### src/rtl/spawn_position_ctrl_if.sv
// Spawn offer channel between the spawn controller (master) and the object manager (slave).
interface spawn_position_ctrl_if #(
  parameter int X_BITS = 11,
  parameter int Y_BITS = 11
);
  logic              spawn_valid;
  logic              spawn_ack;
  logic [X_BITS-1:0] spawn_x;
  logic [Y_BITS-1:0] spawn_y;
  logic              spawn_fail;
  logic [2:0]        tries_used;

  modport master (
    output spawn_valid, spawn_x, spawn_y, spawn_fail, tries_used,
    input  spawn_ack
  );

  modport slave (
    input  spawn_valid, spawn_x, spawn_y, spawn_fail, tries_used,
    output spawn_ack
  );
endinterface

### src/rtl/spawn_position_ctrl.sv
// Frame-paced spawn position picker: strobes the X/Y random generators, rejects candidates
// outside the playfield or near the player, and offers the first good one over valid/ack.
module spawn_position_ctrl #(
  parameter int X_BITS       = 11,
  parameter int Y_BITS       = 11,
  parameter int X_MIN        = 0,
  parameter int X_MAX        = 607,
  parameter int Y_MIN        = 0,
  parameter int Y_MAX        = 447,
  parameter int SAFE_RADIUS  = 64,
  parameter int SPAWN_PERIOD = 60,
  parameter int MAX_TRIES    = 4
) (
  input  logic              clk,
  input  logic              resetN,
  input  logic              startOfFrame,
  input  logic              enable,
  input  logic [X_BITS-1:0] rand_x,
  input  logic [Y_BITS-1:0] rand_y,
  input  logic [X_BITS-1:0] player_x,
  input  logic [Y_BITS-1:0] player_y,
  output logic              rise,
  spawn_position_ctrl_if.master spawn
);

  localparam int FW = (SPAWN_PERIOD > 1) ? $clog2(SPAWN_PERIOD) : 1;

  typedef enum logic [2:0] {IDLE, WAIT, REQ, SETTLE, CHECK, OFFER} state_t;

  state_t            state, state_next;
  logic [FW-1:0]     frame_cnt, frame_next;
  logic [2:0]        try_cnt, try_next, tries_inc;
  logic [2:0]        tries_q, tries_used_next;
  logic              valid_q, valid_next;
  logic              fail_q, fail_next;
  logic              rise_next;
  logic [X_BITS-1:0] x_q, x_next;
  logic [Y_BITS-1:0] y_q, y_next;

  logic [X_BITS:0]   dx;
  logic [Y_BITS:0]   dy;
  logic              in_range, in_safe, accept;

  // Distances are taken one bit wider so the subtraction can never wrap.
  always_comb begin
    dx = (rand_x >= player_x) ? ({1'b0, rand_x} - {1'b0, player_x})
                              : ({1'b0, player_x} - {1'b0, rand_x});
    dy = (rand_y >= player_y) ? ({1'b0, rand_y} - {1'b0, player_y})
                              : ({1'b0, player_y} - {1'b0, rand_y});
    in_range = (int'(rand_x) >= X_MIN) && (int'(rand_x) <= X_MAX) &&
               (int'(rand_y) >= Y_MIN) && (int'(rand_y) <= Y_MAX);
    in_safe  = (int'(dx) < SAFE_RADIUS) && (int'(dy) < SAFE_RADIUS);
    accept   = in_range && !in_safe;
  end

  always_comb begin
    state_next      = state;
    frame_next      = frame_cnt;
    try_next        = try_cnt;
    tries_inc       = try_cnt + 3'd1;
    valid_next      = valid_q;
    x_next          = x_q;
    y_next          = y_q;
    fail_next       = 1'b0;
    tries_used_next = tries_q;
    rise_next       = 1'b0;

    case (state)
      IDLE: begin
        if (enable) begin
          state_next = WAIT;
          frame_next = '0;
        end
      end
      WAIT: begin
        if (!enable) begin
          state_next = IDLE;
        end else if (startOfFrame) begin
          if (frame_cnt == FW'(SPAWN_PERIOD - 1)) begin
            frame_next = '0;
            try_next   = '0;
            state_next = REQ;
          end else begin
            frame_next = frame_cnt + 1'b1;
          end
        end
      end
      REQ:    state_next = enable ? SETTLE : IDLE;
      SETTLE: state_next = enable ? CHECK : IDLE;
      CHECK: begin
        if (!enable) begin
          state_next = IDLE;
        end else begin
          try_next = tries_inc;
          if (accept) begin
            x_next          = rand_x;
            y_next          = rand_y;
            valid_next      = 1'b1;
            tries_used_next = tries_inc;
            state_next      = OFFER;
          end else if (tries_inc == 3'(MAX_TRIES)) begin
            fail_next       = 1'b1;
            tries_used_next = 3'(MAX_TRIES);
            state_next      = WAIT;
          end else begin
            state_next = REQ;
          end
        end
      end
      // Enable is deliberately not checked here; the offer must complete first.
      OFFER: begin
        if (spawn.spawn_ack) begin
          valid_next = 1'b0;
          state_next = WAIT;
        end
      end
      default: state_next = IDLE;
    endcase

    rise_next = (state_next == REQ);
  end

  always_ff @(posedge clk or negedge resetN) begin
    if (!resetN) begin
      state     <= IDLE;
      frame_cnt <= '0;
      try_cnt   <= '0;
      rise      <= 1'b0;
      valid_q   <= 1'b0;
      x_q       <= '0;
      y_q       <= '0;
      fail_q    <= 1'b0;
      tries_q   <= '0;
    end else begin
      state     <= state_next;
      frame_cnt <= frame_next;
      try_cnt   <= try_next;
      rise      <= rise_next;
      valid_q   <= valid_next;
      x_q       <= x_next;
      y_q       <= y_next;
      fail_q    <= fail_next;
      tries_q   <= tries_used_next;
    end
  end

  assign spawn.spawn_valid = valid_q;
  assign spawn.spawn_x     = x_q;
  assign spawn.spawn_y     = y_q;
  assign spawn.spawn_fail  = fail_q;
  assign spawn.tries_used  = tries_q;

endmodule

### src/flat_wrapper.sv
// flat-port wrapper written by rule: the top's interface ports become plain ports
module spawn_position_ctrl_flat 
#(
  parameter int X_BITS       = 11,
  parameter int Y_BITS       = 11,
  parameter int X_MIN        = 0,
  parameter int X_MAX        = 607,
  parameter int Y_MIN        = 0,
  parameter int Y_MAX        = 447,
  parameter int SAFE_RADIUS  = 64,
  parameter int SPAWN_PERIOD = 60,
  parameter int MAX_TRIES    = 4
)
  (clk, resetN, startOfFrame, enable, rand_x, rand_y, player_x, player_y, rise, spawn_spawn_valid, spawn_spawn_x, spawn_spawn_y, spawn_spawn_fail, spawn_tries_used, spawn_spawn_ack);
  spawn_position_ctrl_if #(.X_BITS(X_BITS), .Y_BITS(Y_BITS)) spawn_i ();
  input  logic clk;
  input  logic resetN;
  input  logic startOfFrame;
  input  logic enable;
  input  logic [X_BITS-1:0] rand_x;
  input  logic [Y_BITS-1:0] rand_y;
  input  logic [X_BITS-1:0] player_x;
  input  logic [Y_BITS-1:0] player_y;
  output logic rise;
  output wire logic [$bits(spawn_i.spawn_valid)-1:0] spawn_spawn_valid;
  output wire logic [$bits(spawn_i.spawn_x)-1:0] spawn_spawn_x;
  output wire logic [$bits(spawn_i.spawn_y)-1:0] spawn_spawn_y;
  output wire logic [$bits(spawn_i.spawn_fail)-1:0] spawn_spawn_fail;
  output wire logic [$bits(spawn_i.tries_used)-1:0] spawn_tries_used;
  input wire logic [$bits(spawn_i.spawn_ack)-1:0] spawn_spawn_ack;
  assign spawn_spawn_valid = spawn_i.spawn_valid;
  assign spawn_spawn_x = spawn_i.spawn_x;
  assign spawn_spawn_y = spawn_i.spawn_y;
  assign spawn_spawn_fail = spawn_i.spawn_fail;
  assign spawn_tries_used = spawn_i.tries_used;
  assign spawn_i.spawn_ack = spawn_spawn_ack;
  spawn_position_ctrl #(.X_BITS(X_BITS), .Y_BITS(Y_BITS), .X_MIN(X_MIN), .X_MAX(X_MAX), .Y_MIN(Y_MIN), .Y_MAX(Y_MAX), .SAFE_RADIUS(SAFE_RADIUS), .SPAWN_PERIOD(SPAWN_PERIOD), .MAX_TRIES(MAX_TRIES)) u_core (.clk(clk), .resetN(resetN), .startOfFrame(startOfFrame), .enable(enable), .rand_x(rand_x), .rand_y(rand_y), .player_x(player_x), .player_y(player_y), .rise(rise), .spawn(spawn_i));
endmodule
### config.mk
export PLATFORM = sky130hd
export DESIGN_NAME = spawn_position_ctrl_flat
export DESIGN_NICKNAME = d
export VERILOG_FILES = /design/src/rtl/spawn_position_ctrl_if.sv /design/src/rtl/spawn_position_ctrl.sv /design/src/flat_wrapper.sv
export SDC_FILE = /design/constraint.sdc
export NUM_CORES = 1
export LEC_CHECK = 0
export CELL_PAD_IN_SITES_DETAIL_PLACEMENT = 0
export CELL_PAD_IN_SITES_GLOBAL_PLACEMENT = 2
export CORE_UTILIZATION = 33
export DETAILED_ROUTE_END_ITERATION = 12
export PLACE_DENSITY_LB_ADDON = 0.1
export SLEW_MARGIN = 20
export SYNTH_ARGS = -nofsm -noshare
export SYNTH_HDL_FRONTEND = slang
export SYNTH_SLANG_ARGS = --single-unit
### constraint.sdc
create_clock -name clk -period 3.6 [get_ports clk]
set_input_delay 0.36 -clock clk [delete_from_list [all_inputs] [get_ports clk]]
set_output_delay 0.36 -clock clk [all_outputs]
set_load 0.005 [all_outputs]
After elaboration in Yosys (flattened, before gate mapping)
Cells that the tools add are included.
{"block": "totals", "input_bits": 49, "reg_bits": 40, "wordCells": 83}
{"block": "classes", "addsub": 6, "muxes": 33, "n_eq_ne": 15, "n_lt_le_gt_ge": 6, "reduce_logical": 14}
{"operator": "subtractor 11 x 11 -> 12 bit", "count": 4}
{"operator": "two-way mux 3 bit", "count": 14}
{"operator": "less-than comparator 12 x 7 -> 1 bit (second input constant)", "count": 2}
{"operator": "two-way mux 12 bit", "count": 2}
{"operator": "two-way mux 6 bit", "count": 4}
{"operator": ">= comparator 11 bit", "count": 2}
{"operator": "case mux 3 bit (6 select lines)", "count": 1}
{"operator": "case mux 6 bit (2 select lines)", "count": 1}
{"operator": "<= comparator 11 x 10 -> 1 bit (second input constant)", "count": 1}
{"operator": "<= comparator 11 x 9 -> 1 bit (second input constant)", "count": 1}
{"operator": "!= test 2 bit (second input constant)", "count": 5}
{"operator": "== test 3 x 2 -> 1 bit (second input constant)", "count": 3}
{"operator": "== test 3 bit (second input constant)", "count": 3}
{"operator": "AND reduction 4 bit", "count": 2}
{"operator": "nonzero test 2 bit", "count": 4}
{"operator": "two-way mux 1 bit", "count": 7}
{"operator": "adder 6 x 1 -> 6 bit (second input constant)", "count": 1}
{"operator": "== test 6 bit (second input constant)", "count": 1}
{"operator": "case mux 3 bit (2 select lines)", "count": 1}
{"operator": "AND reduction 3 bit", "count": 2}
{"operator": "AND reduction 5 bit", "count": 1}
{"operator": "two-way mux 2 bit", "count": 2}
{"operator": "!= test 2 x 1 -> 1 bit (second input constant)", "count": 2}
{"operator": "adder 3 x 1 -> 3 bit (second input constant)", "count": 1}
{"operator": "5 further kinds", "count": 7}

Longest topological paths before layout
Gate-level depths: netlist (run 1).
{"block": "depth", "word_depth": 10, "depth_mapped": 14}

Least setup slack after synthesis (run 1)
OpenSTA, ideal clock, no wires.
{"block": "synth_path", "kind": "input -> register", "start": "input port rand_x[9]", "end": "register u_core.x_q[0], in the netlist u_core.spawn.spawn_x[0]", "arrival_ps": 3306, "path_slack_ps": 169, "cell_stages": 14, "n_path_buf": 2, "path_cell_list": "inv_1 ha_1 buf_4 and4_4 nand2_2 o311ai_4 or2_1 and3_1 o221ai_1 or4_4 o31ai_4 nor2_2 buf_6 mux2_4"}
{"block": "synth_between", "elab_chain_cells": 7, "word_cells_on_any_way": 11}
{"item": "from (decl)", "line_no": "flat_wrapper.sv:20", "source": "input logic [X_BITS-1:0] rand_x;"}
{"item": "subtractor 11 x 11 -> 12 bit, or another cell as far along", "line_no": "spawn_position_ctrl.sv:47", "source": ": ({1'b0, player_x} - {1'b0, rand_x});"}
{"item": "two-way mux 12 bit", "line_no": "spawn_position_ctrl.sv:46", "source": "dx = (rand_x >= player_x) ? ({1'b0, rand_x} - {1'b0, player_x})"}
{"item": "less-than comparator 12 x 7 -> 1 bit", "line_no": "spawn_position_ctrl.sv:52", "source": "in_safe = (int'(dx) < SAFE_RADIUS) && (int'(dy) < SAFE_RADIUS);"}
{"item": "logical AND 1 bit", "line_no": "spawn_position_ctrl.sv:52"}
{"item": "zero test 1 bit", "line_no": "spawn_position_ctrl.sv:53", "source": "accept = in_range && !in_safe;"}
{"item": "logical AND 1 bit *", "line_no": "spawn_position_ctrl.sv:53"}
{"item": "AND reduction 3 bit (no source line) *"}
{"item": "to (signal assigned)", "line_no": "spawn_position_ctrl.sv:140", "source": "x_q <= x_next;"}
{"item": "to (decl)", "line_no": "spawn_position_ctrl.sv:37", "source": "logic [X_BITS-1:0] x_q, x_next;"}
Mark *: on every way between the ends. The rest lies on a longest branch, timed or not.
A chain may end at the register's enable or synchronous reset.

Worst setup path in the final report (run 1)
{"block": "layout_path", "start": "input port player_y[2]", "end": "register u_core.x_q[9], in the netlist u_core.spawn.spawn_x[9]"}
{"block": "layout_between", "elab_chain_cells": 7, "word_cells_on_any_way": 9}
{"item": "from (decl)", "line_no": "flat_wrapper.sv:23", "source": "input logic [Y_BITS-1:0] player_y;"}
{"item": "subtractor 11 x 11 -> 12 bit, or another cell as far along", "line_no": "spawn_position_ctrl.sv:49", "source": ": ({1'b0, player_y} - {1'b0, rand_y});"}
{"item": "two-way mux 12 bit *", "line_no": "spawn_position_ctrl.sv:48", "source": "dy = (rand_y >= player_y) ? ({1'b0, rand_y} - {1'b0, player_y})"}
{"item": "less-than comparator 12 x 7 -> 1 bit *", "line_no": "spawn_position_ctrl.sv:52"}
{"item": "logical AND 1 bit *", "line_no": "spawn_position_ctrl.sv:52"}
{"item": "zero test 1 bit *", "line_no": "spawn_position_ctrl.sv:53"}
{"item": "logical AND 1 bit *", "line_no": "spawn_position_ctrl.sv:53"}
{"item": "AND reduction 3 bit (no source line) *"}
Marked as above.

==> results of run 1 <==
==> routing by layer <==
| layer | vias to the layer above | track usage [%] | share of wire [%] |
|---|---|---|---|
| met5 | - | 0 | 0 |
| met4 | 0 | 3.92 | 1.5 |
| met3 | 10 | 1.93 | 2.9 |
| met2 | 71 | 30.8 | 49 |
| met1 | 1528 | 22.7 | 47 |
| li1 | 1659 | - | - |
==> kinds of logic (layout without fill, tap and decap cells) <==
| group | after synthesis | after routing | synth area share (%) |
|---|---|---|---|
| multiplexers | 26 | 26 | 9.65 |
| adder cells (fa/ha/maj) | 47 | 47 | 16.9 |
| flip-flops | 40 | 40 | 28.7 |
| buffers and inverters | 68 | 222 | 8.14 |
| AO/OA/AOI/OAI | 105 | 105 | 21.2 |
| XOR/XNOR | 8 | 8 | 2.01 |
| AND/OR/NAND/NOR | 91 | 91 | 13.5 |
==> cells in the mapped netlist, drive strengths merged, types with 7 or more instances <==
master | count | area share [%]
nor2 | 20 | 2.2
inv | 58 | 6.2
a21oi | 27 | 3.9
a21o | 12 | 2.6
nor2b | 8 | 1.4
nand2 | 19 | 2.1
o21ai | 22 | 3.2
mux2 | 22 | 8.5
buf | 7 | 1.6
dfrtp | 40 | 29
nand3 | 12 | 1.7
ha | 47 | 17
==> critical path, cell delays in order <==
cell             delay, ps
clkdlybuf4s50_1        480
ha_4                   320
o21a_1                 110
o31a_1                 140
nor2_1                  50
buf_4                  140
o311ai_4               290
mux2i_1                250
xor2_1                 100
or4_4                  530
o31ai_4                310
nor2_4                 110
clkbuf_16              180
mux2_4                 290
==> per-stage QoR <==
stage | cells | worst slack (ps) | cell area (um2) | hold WS [ps] | TNS (ps)
4_1_cts | 670 | 23.4 | 5070 | 225 | 0
3_5_place_dp | 661 | -350 | 4910 | 473 | -8140
3_3_place_gp | 661 | -341 | 4910 | 467 | -8020
5_1_grt | 675 | -1.40 | 5370 | 278 | -1.54
6_report | 675 | 107 | 5370 | 204 | 0
2_1_floorplan | 385 | 169 | 3490 | 64.4 | 0
==> report_power, final <==
| group | switching (W) | leakage, nW | total (W) | internal (W) |
|---|---|---|---|---|
| logic | 0.000245 | 2.19 | 0.000512 | 0.000267 |
| clock network | 0.000153 | 0.0455 | 0.000309 | 0.000156 |
| registers | 0.0000156 | 0.533 | 0.000478 | 0.000463 |
| total | 0.000413 | 2.77 | 0.00130 | 0.000887 |
==> what timing repair did <==
action                     CTS  global route
setup buffers                1             3
setup endpoints to repair   15            24
pin swaps                    3            17
cloned                       0             2
hold buffers                 0             0
gates resized for setup      8            53
==> worst paths after layout <==
| path | from | endpoint | cells past startpoint |
|---|---|---|---|
| hold / removal | resetN | u_core.frame_cnt[5] | 1 |
| setup / recovery | player_y[2] | u_core.spawn.spawn_x[9] | 14 |
| min in group clk | rand_x[4] | u_core.spawn.spawn_x[4] | 3 |
| setup reg to reg | u_core.frame_cnt[0] | u_core.frame_cnt[5] | 6 |
| hold reg to reg | u_core.frame_cnt[5] | u_core.frame_cnt[5] | 1 |
| max in group asynchronous | resetN | u_core.spawn.spawn_x[7] | 1 |
==> layout make-up <==
class	count	area share, %
Tap cell	136	3.17
Sequential cell	40	18.7
Timing Repair Buffer	156	27.2
Multi-Input combinational cell	277	45.3
Clock buffer	8	1.68
Inverter	58	4.06
==> sequential cells by signal, summed over array words and instances (netlist names) <==
name and cells:
u_core.try_cnt 3, u_core.rise 1, u_core.state 3, u_core.spawn.tries_used 3, u_core.frame_cnt 6, u_core.spawn.spawn_fail 1, u_core.spawn.spawn_x 11, u_core.spawn.spawn_y 11
u_core.spawn.spawn_valid 1
==> run metrics, run 1 <==
status=finished, final reports clean; Final Cycle Share=97.0%; Avg Cell Area, Syn=9.06 um2; fmax=286 MHz; commonest non-fill, non-tap cell in the layout=buf_4; P per Cell Area=242 mW/mm2; DR vias/cell=4.84; first-pass GRT wire length=15.4 mm; width of the die=105 um; Pleak=2.77 nW; die area=0.0110 mm2; synthesized net count=481; core area=0.0103 mm2; reg2reg setup slack=1600 ps; # setup viols final=0; crit path max fanout=5; CTS root buf=clkbuf_8; Die Ht=105 um; Wirelength per Cell=14.3 um; required time of the critical path=3780 ps; ys async rst share=100%; Tot GR Track Use=17.4%; cts bufs inserted=5; Bufs on Longest Clock Path=2; yosys warns=0; htree depth=2; row count=37; Via Count=3268; most frequent cells in the layout=buf_4, clkdlybuf4s50_1, inv_1; Seq/Total Area, Yosys=28.7%; ANT cells=0; Crit. End Element=register; Mapped Cells=385; fill count=1021; layout cells sized above 1=28.2%; clock skew=4.39 ps; Clock Latency Late Sink=290 ps; antenna viol nets, final=0; CP Class=input port to register; global route overflow=0; initial drt markers=100; Syn-to-layout area delta=53.9%; CTS clk-pin slew, worst paths=80 ps; total power=0.00130 W; Worst Tran Pin Value=921 ps; total wire length=9.68 mm; unique cell type count in the Yosys netlist=60; Final Util=52.2%; CTS Sinks=40; initial antenna violation count=0; Slew Viols, Final=0; multi-input logic area=0.00243 mm2; Port Buffers=76; DP HPWL=7.86 mm; fin crit period=3490 ps; Slew headroom=38.6%; endpoints failing hold=0; CP startpoint kind=input port; DRC viols=0; first-pass iteration count of the detailed router=4; number of synthesized flops with an enable pin=0; HP Class=input port to async pin; I/O Pins=77; Worst EP arrival=3670 ps; max-cap violations=0; synthesized flop and latch total=40; GPL Wtd Cong=0.910; vias in the first global route=3236; ys flop type=dfrtp_1; Final #Nets=634; register area=0.00100 mm2; starting density of the core=33.9%; post-synthesis cell area=0.00349 mm2; TritonCTS clock tree=built; Max VDD drop=171 uV; largest net degree at the start of global routing=41
Note: power is estimated with default switching activity, not from simulation.
==> inputs of run 2 (changes only) <==
--- a/config.mk
+++ b/config.mk
@@ -10,7 +10,6 @@
 export CORE_UTILIZATION = 33
 export DETAILED_ROUTE_END_ITERATION = 12
 export PLACE_DENSITY_LB_ADDON = 0.1
-export SLEW_MARGIN = 20
 export SYNTH_ARGS = -nofsm -noshare
 export SYNTH_HDL_FRONTEND = slang
 export SYNTH_SLANG_ARGS = --single-unit
==> results of run 2 <==
No change in the layout: final DEF, timing and power equal those of run 1.
